==> src/rtl/wb_sequencer_pkg.sv <==
// Shared definitions for the write-back sequencer slice: mux select codes,
// drain FSM encoding, register-address width and the retirement select helper.
package wb_sequencer_pkg;

  localparam int RA_W     = 5;
  localparam int NUM_REGS = 32;

  typedef enum logic [1:0] {
    WB_SEL_PC  = 2'd0,
    WB_SEL_ALU = 2'd1,
    WB_SEL_MEM = 2'd2,
    WB_SEL_IMM = 2'd3
  } wbSel_e;

  typedef enum logic [1:0] {
    RUN   = 2'd0,
    DRAIN = 2'd1,
    DONE  = 2'd2
  } seqState_e;

  // A retirement can never legally pick the memory input; an illegal code
  // of 2 is folded onto the ALU path so the port still writes something sane.
  function automatic logic [1:0] retSel(input logic [1:0] src);
    logic [1:0] sel;
    sel = src;
    if (src == WB_SEL_MEM) sel = WB_SEL_ALU;
    return sel;
  endfunction

endpackage

==> src/rtl/wb_sequencer_if.sv <==
// Bundle of the retirement, load, decode, write-port and drain signals that
// connect the sequencer to the rest of the pipeline.
interface wb_sequencer_if;
  import wb_sequencer_pkg::*;

  logic            ret_valid;
  logic [RA_W-1:0] ret_rd;
  logic [1:0]      ret_src;
  logic            ret_ready;

  logic            ld_issue_valid;
  logic [RA_W-1:0] ld_issue_rd;
  logic            ld_issue_ready;

  logic            mem_rsp_valid;
  logic [RA_W-1:0] mem_rsp_rd;

  logic            dec_valid;
  logic [RA_W-1:0] dec_rs1;
  logic [RA_W-1:0] dec_rs2;
  logic [RA_W-1:0] dec_rd;
  logic            hazard_stall;

  logic [1:0]      mux_sel;
  logic            rf_we;
  logic [RA_W-1:0] rf_waddr;

  logic            drain_req;
  logic            drain_done;
  logic            rsp_err;

  // Pipeline side: drives requests, observes grants and write-port controls.
  modport master (
    output ret_valid, ret_rd, ret_src,
    output ld_issue_valid, ld_issue_rd,
    output mem_rsp_valid, mem_rsp_rd,
    output dec_valid, dec_rs1, dec_rs2, dec_rd,
    output drain_req,
    input  ret_ready, ld_issue_ready, hazard_stall,
    input  mux_sel, rf_we, rf_waddr,
    input  drain_done, rsp_err
  );

  // Sequencer side.
  modport slave (
    input  ret_valid, ret_rd, ret_src,
    input  ld_issue_valid, ld_issue_rd,
    input  mem_rsp_valid, mem_rsp_rd,
    input  dec_valid, dec_rs1, dec_rs2, dec_rd,
    input  drain_req,
    output ret_ready, ld_issue_ready, hazard_stall,
    output mux_sel, rf_we, rf_waddr,
    output drain_done, rsp_err
  );

endinterface

==> src/rtl/wb_scoreboard.sv <==
// Per-register busy scoreboard for outstanding loads plus the outstanding
// load counter. All lookups read the registered busy vector, so an update
// made this cycle is only visible to lookups from the next cycle.
module wb_scoreboard
  import wb_sequencer_pkg::*;
#(
  parameter int MAX_LOADS = 4,
  parameter int CNT_W     = 4
) (
  input  logic            clk,
  input  logic            rst,
  // load issue accepted: mark rd busy and count it
  input  logic            setEn,
  input  logic [RA_W-1:0] setRd,
  // response to a busy register: release it
  input  logic            clrEn,
  input  logic [RA_W-1:0] clrRd,
  // response that retires an outstanding load
  input  logic            decEn,
  // lookups
  input  logic [RA_W-1:0] issueRd,
  input  logic [RA_W-1:0] rspRd,
  input  logic            decValid,
  input  logic [RA_W-1:0] decRs1,
  input  logic [RA_W-1:0] decRs2,
  input  logic [RA_W-1:0] decRd,
  output logic            issueRdBusy,
  output logic            rspRdBusy,
  output logic            countFull,
  output logic            countZero,
  output logic            hazard
);

  logic [NUM_REGS-1:0] busy;
  logic [CNT_W-1:0]    count;
  logic                doDec;

  // Never step below zero; a stray response must not wrap the counter.
  assign doDec = decEn && (count != '0);

  // Busy vector: clear on matching response, set on accepted issue (x0 never).
  always_ff @(posedge clk) begin
    if (rst) begin
      busy <= '0;
    end else begin
      if (clrEn) busy[clrRd] <= 1'b0;
      if (setEn && (setRd != '0)) busy[setRd] <= 1'b1;
    end
  end

  // Outstanding counter: simultaneous issue and retire cancel out.
  always_ff @(posedge clk) begin
    if (rst) begin
      count <= '0;
    end else begin
      unique case ({setEn, doDec})
        2'b10:   if (!countFull) count <= count + CNT_W'(1);
        2'b01:   count <= count - CNT_W'(1);
        default: count <= count;
      endcase
    end
  end

  assign countFull   = (count >= CNT_W'(MAX_LOADS));
  assign countZero   = (count == '0);
  assign issueRdBusy = busy[issueRd];
  assign rspRdBusy   = busy[rspRd];

  // RAW on either source and WAW on the destination against pending loads.
  assign hazard = decValid && ((busy[decRs1] && (decRs1 != '0)) ||
                               (busy[decRs2] && (decRs2 != '0)) ||
                               (busy[decRd]  && (decRd  != '0)));

endmodule

==> src/rtl/wb_sequencer.sv <==
// Write-back sequencer: arbitrates the single register-file write port
// between in-order retirements and out-of-order load responses, drives the
// clocked write-back mux select, aligns the write enable/address one cycle
// later to match the mux register, and runs the fence/trap drain handshake.
module wb_sequencer
  import wb_sequencer_pkg::*;
#(
  parameter int MAX_LOADS = 4,
  parameter int CNT_W     = 4
) (
  input  logic          clk,
  input  logic          rst,
  wb_sequencer_if.slave bus
);

  seqState_e       state;
  logic            drainDone;
  logic            rspErr;
  logic            rfWe;
  logic [RA_W-1:0] rfWaddr;
  logic [1:0]      selHold;
  logic [1:0]      muxSel;

  logic memGrant;
  logic retGrant;
  logic rspHit;
  logic rspStray;
  logic rspRetire;
  logic issueReady;
  logic issueAcc;

  logic issueRdBusy;
  logic rspRdBusy;
  logic countFull;
  logic countZero;
  logic hazard;

  wb_scoreboard #(
    .MAX_LOADS (MAX_LOADS),
    .CNT_W     (CNT_W)
  ) u_scoreboard (
    .clk         (clk),
    .rst         (rst),
    .setEn       (issueAcc),
    .setRd       (bus.ld_issue_rd),
    .clrEn       (rspHit),
    .clrRd       (bus.mem_rsp_rd),
    .decEn       (rspRetire),
    .issueRd     (bus.ld_issue_rd),
    .rspRd       (bus.mem_rsp_rd),
    .decValid    (bus.dec_valid),
    .decRs1      (bus.dec_rs1),
    .decRs2      (bus.dec_rs2),
    .decRd       (bus.dec_rd),
    .issueRdBusy (issueRdBusy),
    .rspRdBusy   (rspRdBusy),
    .countFull   (countFull),
    .countZero   (countZero),
    .hazard      (hazard)
  );

  // Load responses cannot be back-pressured, so they always win the port.
  assign memGrant = bus.mem_rsp_valid;
  assign retGrant = bus.ret_valid && !bus.mem_rsp_valid;

  // Response classification against the registered busy vector.
  assign rspHit    = bus.mem_rsp_valid && rspRdBusy;
  assign rspStray  = bus.mem_rsp_valid && !rspRdBusy && (bus.mem_rsp_rd != '0);
  assign rspRetire = bus.mem_rsp_valid && (rspRdBusy || (bus.mem_rsp_rd == '0));

  // Issue readiness uses registered busy: a same-cycle release does not help.
  assign issueReady = (state == RUN) && !countFull && !issueRdBusy;
  assign issueAcc   = bus.ld_issue_valid && issueReady;

  // Select for the clocked mux; holds the previous choice when idle.
  always_comb begin
    muxSel = selHold;
    if (memGrant)      muxSel = WB_SEL_MEM;
    else if (retGrant) muxSel = retSel(bus.ret_src);
  end

  // Remember the last select so an idle cycle leaves the mux untouched.
  always_ff @(posedge clk) begin
    if (rst) selHold <= WB_SEL_PC;
    else     selHold <= muxSel;
  end

  // Write-port controls, one cycle behind the grant to line up with mux data.
  always_ff @(posedge clk) begin
    if (rst) begin
      rfWe    <= 1'b0;
      rfWaddr <= '0;
    end else begin
      rfWe <= rspHit || (retGrant && (bus.ret_rd != '0));
      if (memGrant)      rfWaddr <= bus.mem_rsp_rd;
      else if (retGrant) rfWaddr <= bus.ret_rd;
    end
  end

  // Sticky flag for a response arriving for a register nobody is waiting on.
  always_ff @(posedge clk) begin
    if (rst)           rspErr <= 1'b0;
    else if (rspStray) rspErr <= 1'b1;
  end

  // Drain FSM: stop issuing, wait for the counter to empty, pulse done once.
  always_ff @(posedge clk) begin
    if (rst) begin
      state     <= RUN;
      drainDone <= 1'b0;
    end else begin
      drainDone <= 1'b0;
      unique case (state)
        RUN: begin
          if (bus.drain_req) begin
            if (countZero && !issueAcc) begin
              state     <= DONE;
              drainDone <= 1'b1;
            end else begin
              state <= DRAIN;
            end
          end
        end
        DRAIN: begin
          if (countZero) begin
            state     <= DONE;
            drainDone <= 1'b1;
          end
        end
        DONE: begin
          if (!bus.drain_req) state <= RUN;
        end
        default: state <= RUN;
      endcase
    end
  end

  assign bus.ret_ready      = retGrant;
  assign bus.ld_issue_ready = issueReady;
  assign bus.hazard_stall   = hazard;
  assign bus.mux_sel        = muxSel;
  assign bus.rf_we          = rfWe;
  assign bus.rf_waddr       = rfWaddr;
  assign bus.drain_done     = drainDone;
  assign bus.rsp_err        = rspErr;

endmodule

==> src/flat_wrapper.sv <==
// flat-port wrapper written by rule: the top's interface ports become plain ports
module wb_sequencer_flat import wb_sequencer_pkg::*;
#(
  parameter int MAX_LOADS = 4,
  parameter int CNT_W     = 4
)
  (clk, rst, bus_ret_valid, bus_ret_rd, bus_ret_src, bus_ld_issue_valid, bus_ld_issue_rd, bus_mem_rsp_valid, bus_mem_rsp_rd, bus_dec_valid, bus_dec_rs1, bus_dec_rs2, bus_dec_rd, bus_drain_req, bus_ret_ready, bus_ld_issue_ready, bus_hazard_stall, bus_mux_sel, bus_rf_we, bus_rf_waddr, bus_drain_done, bus_rsp_err);
  wb_sequencer_if bus_i ();
  input  logic clk;
  input  logic rst;
  input wire logic [$bits(bus_i.ret_valid)-1:0] bus_ret_valid;
  input wire logic [$bits(bus_i.ret_rd)-1:0] bus_ret_rd;
  input wire logic [$bits(bus_i.ret_src)-1:0] bus_ret_src;
  input wire logic [$bits(bus_i.ld_issue_valid)-1:0] bus_ld_issue_valid;
  input wire logic [$bits(bus_i.ld_issue_rd)-1:0] bus_ld_issue_rd;
  input wire logic [$bits(bus_i.mem_rsp_valid)-1:0] bus_mem_rsp_valid;
  input wire logic [$bits(bus_i.mem_rsp_rd)-1:0] bus_mem_rsp_rd;
  input wire logic [$bits(bus_i.dec_valid)-1:0] bus_dec_valid;
  input wire logic [$bits(bus_i.dec_rs1)-1:0] bus_dec_rs1;
  input wire logic [$bits(bus_i.dec_rs2)-1:0] bus_dec_rs2;
  input wire logic [$bits(bus_i.dec_rd)-1:0] bus_dec_rd;
  input wire logic [$bits(bus_i.drain_req)-1:0] bus_drain_req;
  output wire logic [$bits(bus_i.ret_ready)-1:0] bus_ret_ready;
  output wire logic [$bits(bus_i.ld_issue_ready)-1:0] bus_ld_issue_ready;
  output wire logic [$bits(bus_i.hazard_stall)-1:0] bus_hazard_stall;
  output wire logic [$bits(bus_i.mux_sel)-1:0] bus_mux_sel;
  output wire logic [$bits(bus_i.rf_we)-1:0] bus_rf_we;
  output wire logic [$bits(bus_i.rf_waddr)-1:0] bus_rf_waddr;
  output wire logic [$bits(bus_i.drain_done)-1:0] bus_drain_done;
  output wire logic [$bits(bus_i.rsp_err)-1:0] bus_rsp_err;
  assign bus_i.ret_valid = bus_ret_valid;
  assign bus_i.ret_rd = bus_ret_rd;
  assign bus_i.ret_src = bus_ret_src;
  assign bus_i.ld_issue_valid = bus_ld_issue_valid;
  assign bus_i.ld_issue_rd = bus_ld_issue_rd;
  assign bus_i.mem_rsp_valid = bus_mem_rsp_valid;
  assign bus_i.mem_rsp_rd = bus_mem_rsp_rd;
  assign bus_i.dec_valid = bus_dec_valid;
  assign bus_i.dec_rs1 = bus_dec_rs1;
  assign bus_i.dec_rs2 = bus_dec_rs2;
  assign bus_i.dec_rd = bus_dec_rd;
  assign bus_i.drain_req = bus_drain_req;
  assign bus_ret_ready = bus_i.ret_ready;
  assign bus_ld_issue_ready = bus_i.ld_issue_ready;
  assign bus_hazard_stall = bus_i.hazard_stall;
  assign bus_mux_sel = bus_i.mux_sel;
  assign bus_rf_we = bus_i.rf_we;
  assign bus_rf_waddr = bus_i.rf_waddr;
  assign bus_drain_done = bus_i.drain_done;
  assign bus_rsp_err = bus_i.rsp_err;
  wb_sequencer #(.MAX_LOADS(MAX_LOADS), .CNT_W(CNT_W)) u_core (.clk(clk), .rst(rst), .bus(bus_i));
endmodule
==> config.mk <==
export PLATFORM = sky130hd
export DESIGN_NAME = wb_sequencer_flat
export DESIGN_NICKNAME = d
export VERILOG_FILES = /design/src/rtl/wb_sequencer_pkg.sv /design/src/rtl/wb_sequencer_if.sv /design/src/rtl/wb_scoreboard.sv /design/src/rtl/wb_sequencer.sv /design/src/flat_wrapper.sv
export SDC_FILE = /design/constraint.sdc
export NUM_CORES = 1
export LEC_CHECK = 0
export CAP_MARGIN = 25
export CORE_MARGIN = 1
export CORE_UTILIZATION = 50
export DETAILED_ROUTE_END_ITERATION = 6
export PLACE_DENSITY_LB_ADDON = 0.12
export SYNTH_ARGS = -nofsm -noshare
export SYNTH_HDL_FRONTEND = slang
export SYNTH_HIERARCHICAL = 1
export SYNTH_SLANG_ARGS = --single-unit
==> constraint.sdc <==
create_clock -name clk -period 5.4 [get_ports clk]
set_input_delay 0.54 -clock clk [delete_from_list [all_inputs] [get_ports clk]]
set_output_delay 0.54 -clock clk [all_outputs]
set_load 0.01 [all_outputs]
==> metrics.json, run 1 <==
{
  "status": {
    "status": "finished clean"
  },
  "synthesis": {
    "synth_enable_flop_cells": 0,
    "synth_fp_nets": 408,
    "yosysUniqueCellTypes": 48,
    "syn-instance-count": 366,
    "postSynth.topFlopCell": "sky130_fd_sc_hd__dfxtp_1",
    "synth_sequential_area_ratio_pct": 27.8,
    "synth.avg_cell_area_um2": 9.46,
    "ys_ff_latch": 48,
    "post_synth_instance_area_mm2": 0.00346,
    "synthesis.yosys.warnings": 6,
    "ys_async_sr_fraction_pct": 0
  },
  "global_route": {
    "pin_count_of_the_biggest_net_entering_global_routing": 50,
    "first_pass_grt_wire_length_mm": 16.7,
    "globalRouteTotalUtil_pct": 30.4,
    "first_global_vias": 3180,
    "antenna_found_initial": 0,
    "overflow": 0
  },
  "drt": {
    "antenna_violating_nets_post_route": 0,
    "drc_violation_count_after_routing": 0,
    "detail_route.iter0.violations": 348,
    "total_iterations_of_the_first_detailed_routing_run": 6,
    "drt_wl_total_mm": 10.4,
    "num_vias": 3270,
    "avgRoutedWirePerCell_um": 21.6,
    "via_density": 6.77
  },
  "cells_and_area": {
    "nets": 447,
    "final.fill_count": 591,
    "drive_gt1_share_pct": 16.0,
    "area_growth_pct": 18.0,
    "n_antenna_cell": 0,
    "fin_cells": 483
  },
  "placement": {
    "buffer_ports.inserted": 51,
    "numPlacedInstances": 475,
    "place.gp.congestion": 0.929,
    "hpwlAfterDp_mm": 7.23,
    "preCtsSetupSlack_ns": 0.737
  },
  "timing": {
    "worst_setup_slack_after_layout_ns": 1.10,
    "grt_setup_unrepaired": "false",
    "fin_crit_sh_pct": 79.7,
    "relSlewSlack_pct": 45.7,
    "worst_slew_pin_slew_ns": 0.812,
    "achievable-frequency_ghz": 0.232,
    "finalClockSkew_ns": 0.00705,
    "report.final.slew_viol_count": 0,
    "timing.final.setup_violations": 0,
    "timing.hold.ws_ns": 0.495,
    "final_hold_violation_count": 0,
    "fin_setup_tns_ns": 0,
    "layout_min_cycle_time_ns": 4.30
  },
  "clock_tree": {
    "cts_hold_repair.buffers": 0,
    "cts.path.max_buffers": 2,
    "cts_post_setup_buffers_inserted": 0,
    "cts_resized": 0,
    "worst_skew_pair.late_latency_ns": 0.31,
    "path_clk_slew_ns": 0.09,
    "h-tree-depth": 2,
    "numCtsBuffers": 5,
    "clock_sink_count": 48,
    "cts_tree": "built",
    "cts.root.buffer_cell": "sky130_fd_sc_hd__clkbuf_8"
  },
  "power_and_ir_drop": {
    "vdd_drop_max_uv": 190,
    "p_leak_nw": 1.43,
    "power_density_mw_per_mm2": 212
  },
  "die": {
    "placementRows": 29,
    "die_width_um": 85.2,
    "fp.coreArea_mm2": 0.00653,
    "design.die.area_mm2": 0.00726,
    "fp.dieH_um": 85.2,
    "initial_utilization_pct": 53.0,
    "boundaryPins": 52
  },
  "setup_path": {
    "critPathMaxFanout": 12,
    "reg2reg_from": "u_core/u_scoreboard/busy[31]",
    "setup.worst_path.class": "in2reg",
    "r2r_end": "u_core/u_scoreboard/count[3]",
    "worst-r2r-setup-slack_ns": 1.82,
    "critPathRequiredTime_ns": 5.58,
    "worst-endpoint-arrival_ns": 4.48,
    "ff2ff_path_depth": 14,
    "start_kind": "input port",
    "critPathCaptureType": "flop"
  },
  "run": {
    "cap_viol_max_count": 0
  },
  "min_path": {
    "worst_hold_endpoint": "u_core/bus.rsp_err",
    "hold-path-cell-count": 2,
    "hold_crit_class": "reg2reg",
    "worst_hold_startpoint": "u_core/bus.rsp_err"
  }
}
through the flow:
step	area (um2)	power (mW)	utilization (%)
after floorplan	3460	0.547	-
after global placement	3990	0.638	61.1
after detailed placement	3990	0.643	61.1
after CTS	4090	0.864	62.5
after global routing	4090	0.909	62.5
final	4090	0.864	62.5
kinds of logic after synthesis:
group           synth area share (%)
compound gates                  16.0
fa+ha+maj                       1.30
mux                             32.2
flops                           27.8
xor+xnor                       0.506
simple gates                    18.5
buf+inv                         3.80
how the worst max path moves through the flow:
| stage | start | to | depth (start not counted) |
|---|---|---|---|
| floorplan | bus_ld_issue_rd[1] | u_core/u_scoreboard/count[3] | 15 |
| global placement | bus_ld_issue_rd[0] | u_core/u_scoreboard/count[3] | 15 |
| detailed placement | bus_ld_issue_rd[0] | u_core/u_scoreboard/count[3] | 15 |
| CTS | bus_ld_issue_rd[0] | u_core/u_scoreboard/count[3] | 15 |
| global route | bus_ld_issue_rd[0] | u_core/u_scoreboard/count[3] | 15 |
| finish | bus_ld_issue_rd[0] | u_core/u_scoreboard/count[3] | 15 |
cells in the mapped netlist, drive strengths merged, types with 4 or more instances:
cell type  instances  area share, %
a21oi             35            5.1
inv               11            1.2
mux4              35             23
mux2              12            3.9
mux2i             19            5.5
nor2b              7            1.3
nand2             42            4.6
nor2              22            2.4
dfxtp             48             28
o22ai              4           0.72
buf               10            1.4
nor3b              8            1.7
or3b               4            1.0
clkbuf            11            1.2
nor3               6           0.87
nor4               4            1.2
a2111oi            4            1.2
o21ai             36            5.2
nand3b             7            1.5
nand3              6           0.87
layer usage:
| metal | vias to the layer above | GRT usage (%) | wire, um |
|---|---|---|---|
| met2 | 200 | 48.9 | 4760 |
| met4 | 0 | 11.4 | 223 |
| li1 | 1474 | - | - |
| met5 | - | 0 | 0 |
| met1 | 1571 | 40.9 | 4380 |
| met3 | 25 | 5.54 | 1080 |
cell type report:
cell class	count	area, um2	area share, %
well taps	77	96.3	2.36
repair buffers	53	526	12.9
flip-flops and latches	48	961	23.5
clock inverters	2	10.0	0.245
inverters	11	41.3	1.01
multi-input cells	286	2370	58.0
clock buffers	6	82.6	2.02
placed cells by master, fill, tap and decap left out, types with 4 or more instances in the layout:
cell / Yosys / final
sky130_fd_sc_hd__dfxtp_1: 48 / 48
sky130_fd_sc_hd__nor2_1: 22 / 22
sky130_fd_sc_hd__nand2_1: 41 / 41
sky130_fd_sc_hd__or3b_2: 4 / 4
sky130_fd_sc_hd__nand3_1: 6 / 6
sky130_fd_sc_hd__o21ai_0: 36 / 36
sky130_fd_sc_hd__nor3_1: 6 / 6
sky130_fd_sc_hd__mux2_2: 12 / 12
sky130_fd_sc_hd__mux2i_1: 19 / 19
sky130_fd_sc_hd__nand3b_1: 7 / 7
sky130_fd_sc_hd__clkdlybuf4s50_1: 0 / 51
sky130_fd_sc_hd__inv_1: 11 / 11
sky130_fd_sc_hd__clkbuf_8: 0 / 6
sky130_fd_sc_hd__nor2b_1: 7 / 7
sky130_fd_sc_hd__mux4_2: 35 / 35
sky130_fd_sc_hd__nor3b_1: 8 / 8
sky130_fd_sc_hd__a21oi_1: 35 / 35
sky130_fd_sc_hd__o22ai_1: 4 / 4
power by group:
part           switching, mW  internal (mW)  leakage [nW]
Sequential            0.0267          0.375         0.390
Combinational          0.119          0.118         0.992
Clock                  0.124          0.102        0.0510
Total                  0.270          0.595          1.43
sequential cells by signal, indices dropped and copies added (netlist names):
name	flops
u_core/bus.rsp_err	1
u_core/bus.rf_we	1
u_core/state	2
u_core/u_scoreboard/count	4
u_core/u_scoreboard/busy	32
u_core/bus.drain_done	1
u_core/selHold	2
u_core/bus.rf_waddr	5
worst max-delay path: stages:
cell and delay, ns:
sky130_fd_sc_hd__clkdlybuf4s50_1 0.84, sky130_fd_sc_hd__mux4_2 0.58, sky130_fd_sc_hd__mux4_2 0.47, sky130_fd_sc_hd__mux2_2 0.29, sky130_fd_sc_hd__nor4_4 0.17, sky130_fd_sc_hd__nand2_2 0.10, sky130_fd_sc_hd__inv_1 0.20, sky130_fd_sc_hd__or2_2 0.20
sky130_fd_sc_hd__inv_1 0.07, sky130_fd_sc_hd__ha_1 0.26, sky130_fd_sc_hd__a21o_1 0.17, sky130_fd_sc_hd__a21oi_1 0.21, sky130_fd_sc_hd__a21boi_0 0.12, sky130_fd_sc_hd__a31oi_1 0.16, sky130_fd_sc_hd__a21oi_1 0.08
(Power assumes the default switching activity.)
==> run 2, diff against run 1 <==
==> constraint.sdc (replaced) <==
create_clock -name clk -period 4.3 [get_ports clk]
set_input_delay 0.43 -clock clk [delete_from_list [all_inputs] [get_ports clk]]
set_output_delay 0.43 -clock clk [all_outputs]
set_load 0.01 [all_outputs]
==> run 2 against run 1 <==
Critical path type unchanged. Clock skew fell by 0.0014 ns. Clock power rose by 15%. Final cell count rose by 2.3%. Cell area is 1.9% higher. Wire length is 1.4% higher. Core utilization is 1.2 points higher.
==> metrics.json, run 2 (synthesized netlist as in run 1, its figures left out) <==
{
  "status": {
    "status": "finished clean"
  },
  "setup_path": {
    "start_kind": "input port",
    "critPathMaxFanout": {"value": 14, "change": "+2"},
    "critical_path.cell_chain": "clkdlybuf4s50_1, buf_4, mux4_2, mux4_2, mux2_2, o21a_1, o41ai_1, or2_2, inv_1, ha_1, a21o_1, a21oi_1, a21boi_0, a31oi_1, a21oi_1",
    "critPathRequiredTime": {"value": 4.45, "unit": "ns", "change": "-1.13 ns"},
    "critPathCaptureType": "flop",
    "critical-path-max-stage-delay": {"value": 0.53, "unit": "ns", "change": "-0.31 ns"},
    "setup.worst_path.class": "in2reg",
    "critical_path.slowest_cell": "sky130_fd_sc_hd__mux4_2",
    "worst_path_dominant_cell_family": "multiplexers",
    "worst-endpoint-arrival": {"value": 4.05, "unit": "ns", "change": "-0.43 ns"},
    "critical_path_buf_inv_count": {"value": 3, "change": "unchanged"}
  },
  "clock_tree": {
    "cts.root.buffer_cell": "sky130_fd_sc_hd__clkbuf_8",
    "cts_post_setup_buffers_inserted": {"value": 0, "change": "unchanged"},
    "path_clk_slew": {"value": 0.09, "unit": "ns", "change": "about the same"},
    "clock_sink_count": {"value": 48, "change": "unchanged"},
    "cts_resized": {"value": 0, "change": "unchanged"},
    "cts_hold_repair.buffers": {"value": 0, "change": "unchanged"},
    "cts_tree": "built",
    "numCtsBuffers": {"value": 5, "change": "unchanged"},
    "h-tree-depth": {"value": 2, "change": "unchanged"},
    "cts.path.max_buffers": {"value": 2, "change": "unchanged"},
    "worst_skew_pair.late_latency": {"value": 0.30, "unit": "ns", "change": "about the same"}
  },
  "placement": {
    "hpwlAfterDp": {"value": 7.32, "unit": "mm", "change": "+1.4%"},
    "place.gp.congestion": {"value": 0.940, "change": "+1.2%"},
    "numPlacedInstances": {"value": 487, "change": "+2.5%"},
    "buffer_ports.inserted": {"value": 51, "change": "unchanged"},
    "preCtsSetupSlack": {"value": 0.114, "unit": "ns", "change": "-0.622 ns"},
    "postPlaceCellArea": {"value": 0.00408, "unit": "mm2", "change": "+2.3%"}
  },
  "timing": {
    "layout_min_cycle_time_ns": 3.90,
    "timing.hold.ws": {"value": 0.478, "unit": "ns", "change": "-0.0163 ns"},
    "achievable-frequency_ghz": 0.256,
    "fin_crit_sh_pct": 90.7,
    "worst_setup_slack_after_layout": {"value": 0.400, "unit": "ns", "change": "-0.696 ns"},
    "fin_setup_tns": {"value": 0, "unit": "ns", "change": "unchanged"},
    "relSlewSlack": {"value": 37.0, "unit": "%", "change": "-8.6 points"},
    "finalClockSkew": {"value": 0.00561, "unit": "ns", "change": "-0.00143 ns"},
    "grt_setup_unrepaired": "false",
    "timing.final.setup_violations": {"value": 0, "change": "unchanged"},
    "report.final.slew_viol_count": {"value": 0, "change": "unchanged"},
    "worst_slew_pin_slew": {"value": 0.942, "unit": "ns", "change": "+0.130 ns"},
    "final_hold_violation_count": {"value": 0, "change": "unchanged"}
  },
  "cells_and_area": {
    "nets": {"value": 459, "change": "+2.7%"},
    "regMostFlops": "u_core/u_scoreboard/busy",
    "max_reg_flops": {"value": 32, "change": "unchanged"},
    "final.fill_count": {"value": 588, "change": "-0.51%"},
    "n_antenna_cell": {"value": 0, "change": "unchanged"},
    "fin_cells": {"value": 494, "change": "+2.3%"},
    "fin_util": {"value": 63.8, "unit": "%", "change": "+1.2 points"},
    "area_growth_pct": 20.3,
    "most_frequent_cells_in_the_layout": "51 x sky130_fd_sc_hd__clkdlybuf4s50_1, 48 x sky130_fd_sc_hd__dfxtp_1, 41 x sky130_fd_sc_hd__nand2_1, 36 x sky130_fd_sc_hd__o21ai_0",
    "stdcell_area": {"value": 0.00416, "unit": "mm2", "change": "+1.9%"},
    "layout_commonest_cell": "sky130_fd_sc_hd__clkdlybuf4s50_1",
    "drive_gt1_share": {"value": 18.2, "unit": "%", "change": "+2.2 points"}
  },
  "drt": {
    "detail_route.iter0.violations": {"value": 383, "change": "+10%"},
    "drt_wl_total": {"value": 10.6, "unit": "mm", "change": "+1.4%"},
    "highest-signal-layer": "met4",
    "met2RoutedLength": {"value": 4.91, "unit": "mm", "change": "+3.2%"},
    "via_density": {"value": 6.77, "change": "about the same"},
    "drc_violation_count_after_routing": {"value": 0, "change": "unchanged"},
    "total_iterations_of_the_first_detailed_routing_run": {"value": 6, "change": "unchanged"},
    "wirelength_met1": {"value": 4.25, "unit": "mm", "change": "-2.9%"},
    "detailroute.wirelength.met3": {"value": 1.04, "unit": "mm", "change": "-3.8%"},
    "avgRoutedWirePerCell": {"value": 21.5, "unit": "um", "change": "-0.83%"},
    "antenna_violating_nets_post_route": {"value": 0, "change": "unchanged"},
    "num_vias": {"value": 3344, "change": "+2.3%"}
  },
  "power_and_ir_drop": {
    "part_of_the_total_power_dissipated_in_sequential_elements": {"value": 47.0, "unit": "%", "change": "+0.6 points"},
    "clock_power_share": {"value": 24.4, "unit": "%", "change": "-1.8 points"},
    "netSwitchingPower": {"value": 335, "unit": "uW", "change": "+24%"},
    "p_total": {"value": 1.07, "unit": "mW", "change": "+24%"},
    "internal_power": {"value": 740, "unit": "uW", "change": "+24%"},
    "p_leak": {"value": 1.48, "unit": "nW", "change": "+3.3%"},
    "vdd_drop_max": {"value": 218, "unit": "uV", "change": "+15%"},
    "pwr-share-comb": {"value": 28.6, "unit": "%", "change": "+1.3 points"},
    "power_density": {"value": 258, "unit": "mW/mm2", "change": "+22%"},
    "power_switching_share": {"value": 31.2, "unit": "%", "change": "about the same"}
  },
  "run": {
    "cap_viol_max_count": {"value": 0, "change": "unchanged"}
  },
  "global_route": {
    "pin_count_of_the_biggest_net_entering_global_routing": {"value": 26, "change": "-48%"},
    "first_global_vias": {"value": 3232, "change": "+1.6%"},
    "antenna_found_initial": {"value": 0, "change": "unchanged"},
    "globalRouteTotalUtil": {"value": 30.7, "unit": "%", "change": "+0.37 points"},
    "overflow": {"value": 0, "change": "unchanged"},
    "first_pass_grt_wire_length": {"value": 17.0, "unit": "mm", "change": "+1.6%"}
  },
  "die": {
    "die_width": {"value": 85.2, "unit": "um", "change": "unchanged"},
    "boundaryPins": {"value": 52, "change": "unchanged"},
    "initial_utilization": {"value": 53.0, "unit": "%", "change": "unchanged"},
    "placementRows": {"value": 29, "change": "unchanged"},
    "fp.coreArea": {"value": 0.00653, "unit": "mm2", "change": "unchanged"},
    "design.die.area": {"value": 0.00726, "unit": "mm2", "change": "unchanged"},
    "fp.dieH": {"value": 85.2, "unit": "um", "change": "unchanged"}
  },
  "min_path": {
    "hold_crit_class": "reg2reg"
  }
}
run 2: changes by cell type in the layout (fill, tap and decap cells not counted):
cell	previous run	this run
sky130_fd_sc_hd__clkinv_2	2	1
sky130_fd_sc_hd__buf_4	2	14
sky130_fd_sc_hd__clkinvlp_4	0	1
sky130_fd_sc_hd__clkbuf_8	6	5
run 2: final timing paths:
| kind | slack, ns | cells past startpoint | end | from |
|---|---|---|---|---|
| worst min register to register | 0.48 | 2 | u_core/bus.rsp_err | u_core/bus.rsp_err |
| worst min-delay path | 0.48 | 2 | u_core/bus.rsp_err | u_core/bus.rsp_err |
| worst max-delay path | 0.40 | 15 | u_core/u_scoreboard/count[3] | bus_mem_rsp_rd[0] |
| worst max register to register | 0.79 | 13 | u_core/u_scoreboard/count[3] | u_core/u_scoreboard/busy[31] |
run 2: final cells by class:
class / count / area (um2) / share of cell area (%)
multi-input cells: 286 / 2370 / 56.9
flip-flops and latches: 48 / 961 / 23.1
repair buffers: 65 / 616 / 14.8
inverters: 11 / 41.3 / 0.992
well taps: 77 / 96.3 / 2.31
clock inverters: 2 / 12.5 / 0.300
clock buffers: 5 / 68.8 / 1.65
run 2: tightest hold or removal path, delay by kind of cell (launching register included):
kind | cells | cell delay [ns]
buffers and inverters | 1 | 0.05
flip-flops | 1 | 0.32
AO/OA/AOI/OAI | 1 | 0.07
run 2: power by group through the flow:
stage               registers (mW)  clock network [mW]  logic [mW]
finish                       0.505               0.262       0.307
global route                 0.509               0.287       0.335
CTS                          0.505               0.269       0.307
detailed placement           0.515                   0       0.305
global placement             0.514                   0       0.300
floorplan                    0.507                   0       0.180
run 2: per-layer routing:
| metal | track usage, % | vias up |
|---|---|---|
| li1 | - | 1497 |
| met1 | 40.2 | 1596 |
| met2 | 49.2 | 212 |
| met3 | 6.71 | 39 |
| met4 | 13.3 | 0 |
| met5 | 0 | - |
==> run 3, diff against run 2 <==
--- a/config.mk
+++ b/config.mk
@@ -5,7 +5,7 @@
 export SDC_FILE = /design/constraint.sdc
 export NUM_CORES = 1
 export LEC_CHECK = 0
-export CAP_MARGIN = 25
+export CAP_MARGIN = 20
 export CORE_MARGIN = 1
 export CORE_UTILIZATION = 50
 export DETAILED_ROUTE_END_ITERATION = 6
==> constraint.sdc (replaced) <==
create_clock -name clk -period 3.3 [get_ports clk]
set_input_delay 0.33 -clock clk [delete_from_list [all_inputs] [get_ports clk]]
set_output_delay 0.33 -clock clk [all_outputs]
set_load 0.01 [all_outputs]
==> run 3 against run 2 <==
Non-clock buffer count up 32. Combinational power increased by 48%. Flip-flop and latch count unchanged. Critical endpoint unchanged. Core utilization up 5.8 points. Worst hold slack gained 0.011 ns. Critical path depth fell by 2. Largest power group unchanged.
==> metrics.json, run 3 (synthesized netlist as in run 1, its figures left out) <==
{
  "setup_path": {
    "critPathCaptureType": "flop",
    "start_kind": "flop",
    "setup.worst_path.class": "reg2reg",
    "ff2ff_path_depth": {"value": 13, "change": "unchanged"},
    "worst-endpoint-arrival": {"value": 3.37, "unit": "ns", "change": "-0.68 ns"},
    "critPathRequiredTime": {"value": 3.46, "unit": "ns", "change": "-0.99 ns"},
    "critPathMaxFanout": {"value": 6, "change": "-8"}
  },
  "drt": {
    "detail_route.iter0.violations": {"value": 382, "change": "-0.26%"},
    "drt_wl_total": {"value": 11.4, "unit": "mm", "change": "+7.2%"},
    "num_vias": {"value": 3518, "change": "+5.2%"},
    "total_iterations_of_the_first_detailed_routing_run": {"value": 4, "change": "-2"},
    "via_density": {"value": 6.68, "change": "-1.4%"},
    "avgRoutedWirePerCell": {"value": 21.6, "unit": "um", "change": "+0.51%"},
    "drc_violation_count_after_routing": {"value": 0, "change": "unchanged"},
    "antenna_violating_nets_post_route": {"value": 0, "change": "unchanged"}
  },
  "timing": {
    "grt_setup_unrepaired": "false",
    "achievable-frequency_ghz": 0.312,
    "report.final.slew_viol_count": {"value": 0, "change": "unchanged"},
    "finalClockSkew": {"value": 0.0128, "unit": "ns", "change": "+0.00718 ns"},
    "fin_crit_sh_pct": 97.2,
    "worst_slew_pin_slew": {"value": 0.769, "unit": "ns", "change": "-0.173 ns"},
    "relSlewSlack": {"value": 48.6, "unit": "%", "change": "+12 points"},
    "final_hold_violation_count": {"value": 0, "change": "unchanged"},
    "timing.final.setup_violations": {"value": 0, "change": "unchanged"},
    "layout_min_cycle_time_ns": 3.21
  },
  "clock_tree": {
    "cts.root.buffer_cell": "sky130_fd_sc_hd__clkbuf_8",
    "cts.path.max_buffers": {"value": 2, "change": "unchanged"},
    "h-tree-depth": {"value": 2, "change": "unchanged"},
    "cts_tree": "built",
    "numCtsBuffers": {"value": 5, "change": "unchanged"},
    "worst_skew_pair.late_latency": {"value": 0.31, "unit": "ns", "change": "about the same"},
    "path_clk_slew": {"value": 0.10, "unit": "ns", "change": "about the same"},
    "clock_sink_count": {"value": 48, "change": "unchanged"}
  },
  "die": {
    "fp.dieH": {"value": 85.2, "unit": "um", "change": "unchanged"},
    "fp.coreArea": {"value": 0.00653, "unit": "mm2", "change": "unchanged"},
    "placementRows": {"value": 29, "change": "unchanged"},
    "design.die.area": {"value": 0.00726, "unit": "mm2", "change": "unchanged"},
    "initial_utilization": {"value": 53.0, "unit": "%", "change": "unchanged"},
    "die_width": {"value": 85.2, "unit": "um", "change": "unchanged"},
    "boundaryPins": {"value": 52, "change": "unchanged"}
  },
  "power_and_ir_drop": {
    "power_density": {"value": 343, "unit": "mW/mm2", "change": "+33%"},
    "p_leak": {"value": 1.71, "unit": "nW", "change": "+15%"},
    "vdd_drop_max": {"value": 365, "unit": "uV", "change": "+68%"}
  },
  "placement": {
    "place.gp.congestion": {"value": 0.980, "change": "+4.2%"},
    "buffer_ports.inserted": {"value": 51, "change": "unchanged"},
    "numPlacedInstances": {"value": 516, "change": "+6.0%"},
    "hpwlAfterDp": {"value": 8.14, "unit": "mm", "change": "+11%"}
  },
  "cells_and_area": {
    "drive_gt1_share": {"value": 26.0, "unit": "%", "change": "+7.8 points"},
    "n_antenna_cell": {"value": 0, "change": "unchanged"},
    "area_growth_pct": 31.3,
    "regMostFlops": "u_core/u_scoreboard/busy",
    "fin_cells": {"value": 527, "change": "+6.7%"},
    "layout_commonest_cell": "sky130_fd_sc_hd__dfxtp_1",
    "nets": {"value": 491, "change": "+7.0%"},
    "final.fill_count": {"value": 504, "change": "-14%"},
    "max_reg_flops": {"value": 32, "change": "unchanged"},
    "fin_util": {"value": 69.6, "unit": "%", "change": "+5.8 points"},
    "most_frequent_cells_in_the_layout": "47 x sky130_fd_sc_hd__dfxtp_1, 46 x sky130_fd_sc_hd__clkdlybuf4s50_1, 41 x sky130_fd_sc_hd__nand2_1, 40 x sky130_fd_sc_hd__buf_4"
  },
  "status": {
    "status": "finished clean"
  },
  "global_route": {
    "first_pass_grt_wire_length": {"value": 18.0, "unit": "mm", "change": "+5.7%"},
    "pin_count_of_the_biggest_net_entering_global_routing": {"value": 30, "change": "+15%"},
    "antenna_found_initial": {"value": 0, "change": "unchanged"},
    "first_global_vias": {"value": 3476, "change": "+7.5%"},
    "globalRouteTotalUtil": {"value": 32.7, "unit": "%", "change": "+2.0 points"},
    "overflow": {"value": 0, "change": "unchanged"}
  },
  "min_path": {
    "hold-path-cell-count": {"value": 2, "change": "unchanged"},
    "hold_crit_class": "reg2reg"
  },
  "run": {
    "cap_viol_max_count": {"value": 0, "change": "unchanged"}
  }
}
==> run 3: cell count changes in the layout (fill, tap and decap cells not counted), sizes merged <==
cell / change
inv: +1
dlygate4sd2: +3
bufbuf: +2
bufinv: +1
buf: +32
clkdlybuf4s50: -5
clkinv: -1
==> run 3: through the flow <==
step           instance area, um2  hold WS (ns)  setup WS, ns  setup TNS [ns]  power [mW]
2_1_floorplan                3520         0.406        0.0407               0       0.906
3_3_place_gp                 4350         0.464        -0.446           -3.54        1.10
3_5_place_dp                 4350         0.474        -0.531           -5.31        1.11
4_1_cts                      4540         0.487        0.0139               0        1.56
5_1_grt                      4540         0.521       0.00142               0        1.63
6_report                     4540         0.490        0.0909               0        1.56
==> run 3: final timing paths <==
| check | startpoint | endpoint | slack (ns) |
|---|---|---|---|
| worst max-delay path | u_core/u_scoreboard/busy[30] | u_core/u_scoreboard/count[3] | 0.09 |
| worst min-delay path | u_core/bus.rsp_err | u_core/bus.rsp_err | 0.49 |
| worst max register to register | u_core/u_scoreboard/busy[30] | u_core/u_scoreboard/count[3] | 0.09 |
| worst min register to register | u_core/bus.rsp_err | u_core/bus.rsp_err | 0.49 |
==> run 3: layout make-up <==
class / instances / area (um2) / share of cell area [%]
Tap cell: 77 / 96.3 / 2.12
Timing Repair Buffer: 97 / 925 / 20.3
Clock buffer: 5 / 68.8 / 1.51
Multi-Input combinational cell: 286 / 2400 / 52.9
Sequential cell: 48 / 962 / 21.2
Clock inverter: 3 / 46.3 / 1.02
Inverter: 11 / 43.8 / 0.964
==> run 3: metal layers <==
layer | GRT usage (%) | part of all wire, % | vias up
met4 | 15.9 | 5.0 | 0
met3 | 7.10 | 11 | 57
li1 | - | - | 1570
met1 | 43.2 | 40 | 1638
met2 | 51.0 | 45 | 253
met5 | 2.10 | 0 | -
==> run 3: worst max-delay path, cell delays in order, from the launching register on <==
cell and delay [ns]:
sky130_fd_sc_hd__dfxtp_1 0.42, sky130_fd_sc_hd__mux4_2 0.50, sky130_fd_sc_hd__mux4_2 0.48, sky130_fd_sc_hd__mux2_4 0.28, sky130_fd_sc_hd__o21a_1 0.21, sky130_fd_sc_hd__o41ai_2 0.07
sky130_fd_sc_hd__or2_4 0.19, sky130_fd_sc_hd__inv_2 0.04, sky130_fd_sc_hd__ha_4 0.20, sky130_fd_sc_hd__a21o_1 0.16, sky130_fd_sc_hd__a21oi_2 0.17, sky130_fd_sc_hd__a21boi_1 0.09
sky130_fd_sc_hd__a31oi_1 0.15, sky130_fd_sc_hd__a21oi_1 0.08
==> run 3: power breakdown <==
part | switching, mW | internal [mW] | leakage [nW]
sequential | 0.0457 | 0.613 | 0.391
combinational | 0.212 | 0.241 | 1.26
clock | 0.217 | 0.229 | 0.0548
==> run 3: timing repair <==
item	in CTS	in global routing
setup buffers	1	0
pin swaps	3	6
gates cloned	2	0
endpoints found under the setup margin	3	2
hold buffers	0	0
resized for setup	12	5
